**config.mk**
```make
export PLATFORM = sky130hd
export DESIGN_NAME = load_store_unit
export DESIGN_NICKNAME = d
export VERILOG_FILES = /design/src/rtl/load_store_unit.sv
export SDC_FILE = /design/constraint.sdc
export NUM_CORES = 1
export LEC_CHECK = 0
export BUFFER_PORTS_ARGS = -buffer_cell sky130_fd_sc_hd__buf_2
export CORE_MARGIN = 5
export CORE_UTILIZATION = 44
export DETAILED_ROUTE_END_ITERATION = 7
export HOLD_SLACK_MARGIN = 0.08
export PLACE_DENSITY = 0.69
export RECOVER_POWER = 25
export SETUP_SLACK_MARGIN = 0.2
export SYNTH_ARGS = -nofsm -noshare
export SYNTH_HDL_FRONTEND = slang
export SYNTH_SLANG_ARGS = --single-unit
```
**constraint.sdc**
```tcl
create_clock -name clk -period 2.9 [get_ports clk]
set_input_delay 0.58 -clock clk [delete_from_list [all_inputs] [get_ports clk]]
set_output_delay 0.58 -clock clk [all_outputs]
set_load 0.01 [all_outputs]
```
**src/rtl/load_store_unit.sv**
```systemverilog
// Load/store unit: one outstanding access to a word-addressed memory, byte/half stores via RMW.
// Optional macro MISALIGN_TRAP_EN turns misaligned half/word accesses into error responses.
module load_store_unit #(
   parameter int unsigned MEM_WORDS = 1000
) (
   input  logic        clk,
   input  logic        reset,
   input  logic        req_valid,
   output logic        req_ready,
   input  logic        req_write,
   input  logic [31:0] req_addr,
   input  logic [1:0]  req_size,
   input  logic        req_unsigned,
   input  logic [31:0] req_wdata,
   output logic        resp_valid,
   output logic [31:0] resp_rdata,
   output logic        resp_error,
   output logic [31:0] mem_address,
   output logic [31:0] mem_write_data,
   input  logic [31:0] mem_read_data,
   output logic        MemRead,
   output logic        MemWrite
);

   typedef enum logic [1:0] {IDLE, READ, WRITE, RESP} state_e;

   state_e      state_q, state_d;
   logic        write_q, write_d;
   logic [1:0]  size_q, size_d;
   logic        unsigned_q, unsigned_d;
   logic [1:0]  off_q, off_d;
   logic [29:0] index_q, index_d;
   logic [15:0] wdata_q, wdata_d;
   logic        resp_valid_q, resp_valid_d;
   logic        resp_error_q, resp_error_d;
   logic [31:0] resp_rdata_q, resp_rdata_d;
   logic        mem_read_q, mem_read_d;
   logic        mem_write_q, mem_write_d;
   logic [31:0] mem_address_q, mem_address_d;
   logic [31:0] mem_write_data_q, mem_write_data_d;

   logic out_of_range, misalign, req_err;

   function automatic logic [31:0] extract(input logic [31:0] word, input logic [1:0] off,
                                           input logic [1:0] size, input logic uns);
      logic [7:0]  b;
      logic [15:0] h;
      logic [31:0] r;
      b = word[{off, 3'b000} +: 8];
      h = word[{off[1], 4'b0000} +: 16];
      case (size)
         2'b00:   r = {{24{b[7] & ~uns}}, b};
         2'b01:   r = {{16{h[15] & ~uns}}, h};
         default: r = word;
      endcase
      return r;
   endfunction

   function automatic logic [31:0] merge(input logic [31:0] word, input logic [15:0] wd,
                                         input logic [1:0] off, input logic [1:0] size);
      logic [31:0] r;
      r = word;
      if (size == 2'b00) r[{off, 3'b000} +: 8] = wd[7:0];
      else               r[{off[1], 4'b0000} +: 16] = wd;
      return r;
   endfunction

   assign out_of_range = {2'b00, req_addr[31:2]} >= MEM_WORDS;
`ifdef MISALIGN_TRAP_EN
   assign misalign = ((req_size == 2'b01) && req_addr[0]) ||
                     ((req_size == 2'b10) && (req_addr[1:0] != 2'b00));
`else
   assign misalign = 1'b0;
`endif
   assign req_err = out_of_range || (req_size == 2'b11) || misalign;

   // Memory/response outputs are computed for the state being entered, then registered.
   always_comb begin
      state_d          = state_q;
      write_d          = write_q;
      size_d           = size_q;
      unsigned_d       = unsigned_q;
      off_d            = off_q;
      index_d          = index_q;
      wdata_d          = wdata_q;
      resp_valid_d     = 1'b0;
      resp_error_d     = 1'b0;
      resp_rdata_d     = 32'h0;
      mem_read_d       = 1'b0;
      mem_write_d      = 1'b0;
      mem_address_d    = 32'h0;
      mem_write_data_d = 32'h0;
      unique case (state_q)
         IDLE: begin
            if (req_valid) begin
               write_d    = req_write;
               size_d     = req_size;
               unsigned_d = req_unsigned;
               off_d      = req_addr[1:0];
               index_d    = req_addr[31:2];
               wdata_d    = req_wdata[15:0];
               if (req_err) begin
                  state_d      = RESP;
                  resp_valid_d = 1'b1;
                  resp_error_d = 1'b1;
               end else if (req_write && (req_size == 2'b10)) begin
                  state_d          = WRITE;
                  mem_write_d      = 1'b1;
                  mem_address_d    = {2'b00, req_addr[31:2]};
                  mem_write_data_d = req_wdata;
               end else begin
                  state_d       = READ;
                  mem_read_d    = 1'b1;
                  mem_address_d = {2'b00, req_addr[31:2]};
               end
            end
         end
         READ: begin
            if (write_q) begin
               state_d          = WRITE;
               mem_write_d      = 1'b1;
               mem_address_d    = {2'b00, index_q};
               mem_write_data_d = merge(mem_read_data, wdata_q, off_q, size_q);
            end else begin
               state_d      = RESP;
               resp_valid_d = 1'b1;
               resp_rdata_d = extract(mem_read_data, off_q, size_q, unsigned_q);
            end
         end
         WRITE: begin
            state_d      = RESP;
            resp_valid_d = 1'b1;
         end
         RESP:    state_d = IDLE;
         default: state_d = IDLE;
      endcase
   end

   always_ff @(posedge clk or negedge reset) begin
      if (!reset) begin
         state_q          <= IDLE;
         write_q          <= 1'b0;
         size_q           <= 2'b00;
         unsigned_q       <= 1'b0;
         off_q            <= 2'b00;
         index_q          <= 30'h0;
         wdata_q          <= 16'h0;
         resp_valid_q     <= 1'b0;
         resp_error_q     <= 1'b0;
         resp_rdata_q     <= 32'h0;
         mem_read_q       <= 1'b0;
         mem_write_q      <= 1'b0;
         mem_address_q    <= 32'h0;
         mem_write_data_q <= 32'h0;
      end else begin
         state_q          <= state_d;
         write_q          <= write_d;
         size_q           <= size_d;
         unsigned_q       <= unsigned_d;
         off_q            <= off_d;
         index_q          <= index_d;
         wdata_q          <= wdata_d;
         resp_valid_q     <= resp_valid_d;
         resp_error_q     <= resp_error_d;
         resp_rdata_q     <= resp_rdata_d;
         mem_read_q       <= mem_read_d;
         mem_write_q      <= mem_write_d;
         mem_address_q    <= mem_address_d;
         mem_write_data_q <= mem_write_data_d;
      end
   end

   assign req_ready      = (state_q == IDLE);
   assign resp_valid     = resp_valid_q;
   assign resp_error     = resp_error_q;
   assign resp_rdata     = resp_rdata_q;
   assign MemRead        = mem_read_q;
   assign MemWrite       = mem_write_q;
   assign mem_address    = mem_address_q;
   assign mem_write_data = mem_write_data_q;

endmodule

```
==> flow_summary.rst <==
.. list-table::
   :header-rows: 1

   * - Metric
     - Value
   * - Max Fclk
     - 448.6 MHz
   * - Clock sink total
     - roughly 150
   * - Worst setup timing slack at the placement stage
     - roughly 350 ps
   * - Final RePlAce weighted congestion
     - around 0.85
   * - Proportion of synthesized chip area in sequential cells
     - between 50% and 60%
   * - Cell area after layout
     - 8894 µm²
   * - Via density per instance
     - about 5.6
   * - Area Overhead vs Synth
     - 25.85%
   * - Clock insertion delay at the later pin of the skew report
     - around 420 ps
   * - Post-CTS Setup Bufs
     - 0
   * - Sequential cell area in the final layout
     - around 3800 µm²
   * - Setup violators final
     - 0
   * - Worst path arrival time
     - between 2000 and 3000 ps
   * - Total vias in the final route
     - 6161
   * - Worst setup path class
     - reg2reg
   * - Total design power
     - around 8.6 mW
   * - Critical-path cell with the highest stage delay
     - dfrtp_1
   * - Number of antenna violations at the first check in global routing
     - 4
   * - Level count of the clock H-tree
     - 4
   * - Number of buffers inserted for hold repair after clock tree synthesis
     - 0
   * - IR drop worst, VDD
     - roughly 520 µV
   * - Worst EP required
     - around 3200 ps
   * - Ratio of total power to cell area
     - 970.6 nW/µm²
   * - Number of hold violations in the final report
     - 0
   * - TritonCTS clock tree
     - done
   * - Run status
     - finished clean
   * - Die outline area
     - 18700 µm²
   * - Routed wire length
     - approximately 21 mm
   * - Fill cell count
     - roughly 1400
   * - Post-Synthesis Cells
     - approximately 700
   * - Register bit total from synthesis
     - 152
   * - Count of maximum capacitance violations
     - 0
   * - CTS-repair resized insts
     - 0
   * - Syn. warnings
     - 0
   * - Hold Path Stages
     - 3
   * - Fraction of final layout cells with drive strength greater than 1
     - approximately 33%
   * - Delay of the slowest critical-path stage
     - between 700 and 800 ps
   * - Core area
     - 15830 µm²
   * - Count of unresolved DRC violations after routing
     - 0
   * - Overall track demand over capacity in global routing
     - roughly 23%
   * - TritonRoute pass-1 iters
     - 5
   * - Slew at the pin closest to its max-slew limit
     - 1392 ps
   * - Final #Nets
     - around 1000
   * - Post-layout min period
     - 2229 ps
   * - Post-synthesis instance area
     - just over 7000 µm²
   * - Area of combinational cells with multiple inputs
     - between 2000 and 3000 µm²
   * - Via count of the first global-routing pass
     - approximately 5900
   * - Path category of the worst min-delay check
     - in2reg
   * - I/O pins
     - 204
   * - Chip Height
     - 136.7 µm
   * - Worst reg2reg path endpoint
     - mem_write_data[24]
   * - Clock slew at reported path FFs
     - about 60 ps
   * - Antenna Nets Post-Route
     - 0
   * - Final count of pins violating max slew
     - 0
   * - Maximum root-to-sink buffer count
     - 2
   * - Number of cells on the worst reg-to-reg path
     - 5
   * - Post-Place Cell Area
     - between 8000 and 9000 µm²
   * - Post-DP HPWL
     - 15.28 mm
   * - Rows
     - 46
   * - Worst hold endpoint
     - index_q[23]
   * - Min setup slack post-route
     - 670.8 ps
   * - Startpoint of the most critical hold path
     - req_addr[25]
   * - Kind of end point of the critical path
     - flop
   * - Maximum fanout along the worst path
     - 33
   * - Port buffer count
     - ~200
   * - Global-route wire length before repair
     - between 30 and 40 mm
   * - Horizontal extent of the die
     - roughly 140 µm
   * - Maximum number of pins on one net before global-route repair
     - between 50 and 60
   * - Drt wl/cell
     - about 19 µm
   * - Beginning of the worst register-to-register path
     - size_q[0]
   * - Category of the worst setup path launch point
     - flop
   * - Iteration-0 DRC Markers
     - 480
   * - Avg Synthesized Cell Area
     - between 10 and 15 µm²
   * - Slack of the worst reg-to-reg path
     - ~670 ps
   * - Final critical-path share of the clock period
     - around three quarters
   * - RSZ-0062 raised after global routing
     - no
   * - Final Skew
     - between 10 and 15 ps
   * - Total congestion overflow after global routing
     - 0
   * - Max transition margin
     - between 7 and 8%
   * - Sum of negative setup slack
     - 0 ps
   * - Total CTS buffers
     - 17
   * - Initial cell density of the core
     - between 40% and 50%
   * - Clock Tree Root
     - clkbuf_16
   * - Worst hold slack
     - approximately 370 ps
   * - Leakage
     - around 4.6 nW
   * - Netlist cell types
     - 47
   * - Worst path cell trace
     - or2_2 > buf_4 > a221oi_1 > a211o_1 > o21ai_0
cell usage after synthesis, drive strengths merged:
master	number	share of area, %
mux2	9	1.4
nor4bb	2	0.28
mux4	6	1.9
or4	1	0.16
o221a	1	0.16
buf	17	1.5
and4b	1	0.14
nand4bb	1	0.16
a32oi	8	0.99
nand3b	1	0.11
inv	9	0.48
or4b	1	0.14
a41oi	1	0.12
nor3	18	1.3
and3	21	1.9
a21oi	9	0.64
a31oi	1	0.089
a221oi	25	3.1
nor2	14	0.74
and2	3	0.27
o21ai	45	3.9
o31ai	2	0.21
o22ai	22	2.1
o21bai	2	0.21
o311a	1	0.14
dfrtp	152	54
nand4	2	0.18
or2	2	0.18
nand2b	4	0.35
conb	1	0.053
nand2	176	9.3
ha	10	1.8
a211o	16	2.0
mux2i	22	3.1
clkbuf	39	2.1
nor4	5	0.53
a32o	10	1.4
a2111oi	6	0.74
nor2b	25	2.2
nand3	1	0.071
state kept, by name, indices dropped and copies added, names as in the netlist:
| signal | flops |
|---|---|
| unsigned_q | 1 |
| mem_address | 30 |
| resp_error | 1 |
| MemWrite | 1 |
| write_q | 1 |
| off_q | 2 |
| index_q | 30 |
| resp_valid | 1 |
| MemRead | 1 |
| resp_rdata | 32 |
| state_q | 2 |
| wdata_q | 16 |
| size_q | 2 |
| mem_write_data | 32 |
logic make-up after synthesis:
kind of cell	Yosys count	share of synthesized area (%)
simple gates	278	18.01
flops	152	53.82
buf+inv	65	4.019
fa+ha+maj	10	1.771
mux	37	6.462
other cells	1	0.05307
compound gates	149	15.86
routing by layer:
layer | global-route usage, % | wire, µm
met5 | 0 | 46
met4 | 9.574 | 786
met3 | 7.279 | 1989
met2 | 35.19 | 9628
met1 | 29.38 | 8848
stage by stage:
stage | instances | utilization, %
floorplan | 693 | -
global placement | 1075 | 52.54
detailed placement | 1075 | 52.54
CTS | 1106 | 56.33
global route | 1107 | 56.19
finish | 1107 | 56.19
layout make-up:
cell class | count | area share (%)
multi-input combinational | 476 | 33.58
timing repair buffer | 222 | 13.44
clock inverter | 11 | 1.618
tap | 216 | 3.039
inverter | 9 | 0.3799
clock buffer | 20 | 5.135
sequential | 152 | 42.78
antenna | 1 | 0.02814
cells in the final DEF, fill, tap and decap left out, types with 2 or more instances in the layout:
master     netlist  layout
nor3_1          18      18
mux2_2           9       9
clkbuf_1        39       2
clkbuf_2         0       2
buf_12           0       3
nor4bb_1         2       2
o21bai_1         2       2
nor2b_1         25      25
o31ai_1          2       2
clkbuf_16        0      17
a211o_1         16      16
clkinv_2         0       4
mux2i_1         22      22
dfrtp_1        152     151
clkbuf_8         0       2
a2111oi_0        6       6
o21ai_2         14      14
a32oi_1          8       8
nand4_1          2       2
nor4_1           4       4
a221oi_1        25      25
inv_6            0       3
nand2_1        176     175
buf_2            8     200
inv_1            9       9
o21ai_0         30      30
ha_1            10      10
nand2b_1         4       4
a21oi_1          9       9
o22ai_2          2       2
or2_2            2       2
bufinv_16        0       3
nor2_1          14      14
mux4_2           6       6
and2_1           3       2
a32o_1          10      10
conb_1           1       2
buf_4            2      16
o22ai_1         20      20
and3_1          21      21
worst max-delay path: cells and delay by family (launching register included):
kind / cells / cell delay [ps]
DFF: 1 / 710
buffers and inverters: 1 / 320
and+or+nand+nor: 1 / 640
AOI/OAI and AO/OA: 3 / 470
power breakdown:
group	switching, mW	internal [mW]	leakage [nW]	total, mW
sequential	0.441	2.72	2.03	3.16
combinational	1.93	1.28	2.31	3.21
clock	0.870	1.40	0.297	2.27
total	3.24	5.39	4.63	8.63
worst max path at each step:
stage	from	endpoint	cells past startpoint
final	size_q[0]	mem_write_data[24]	5
after global routing	reset	resp_rdata[7]	2
after CTS	size_q[0]	resp_rdata[8]	4
after detailed placement	req_addr[30]	mem_write_data[24]	6
after global placement	req_addr[30]	mem_write_data[16]	6
after floorplan	off_q[1]	mem_write_data[25]	10
No activity file was read; power rests on OpenSTA's default activity.
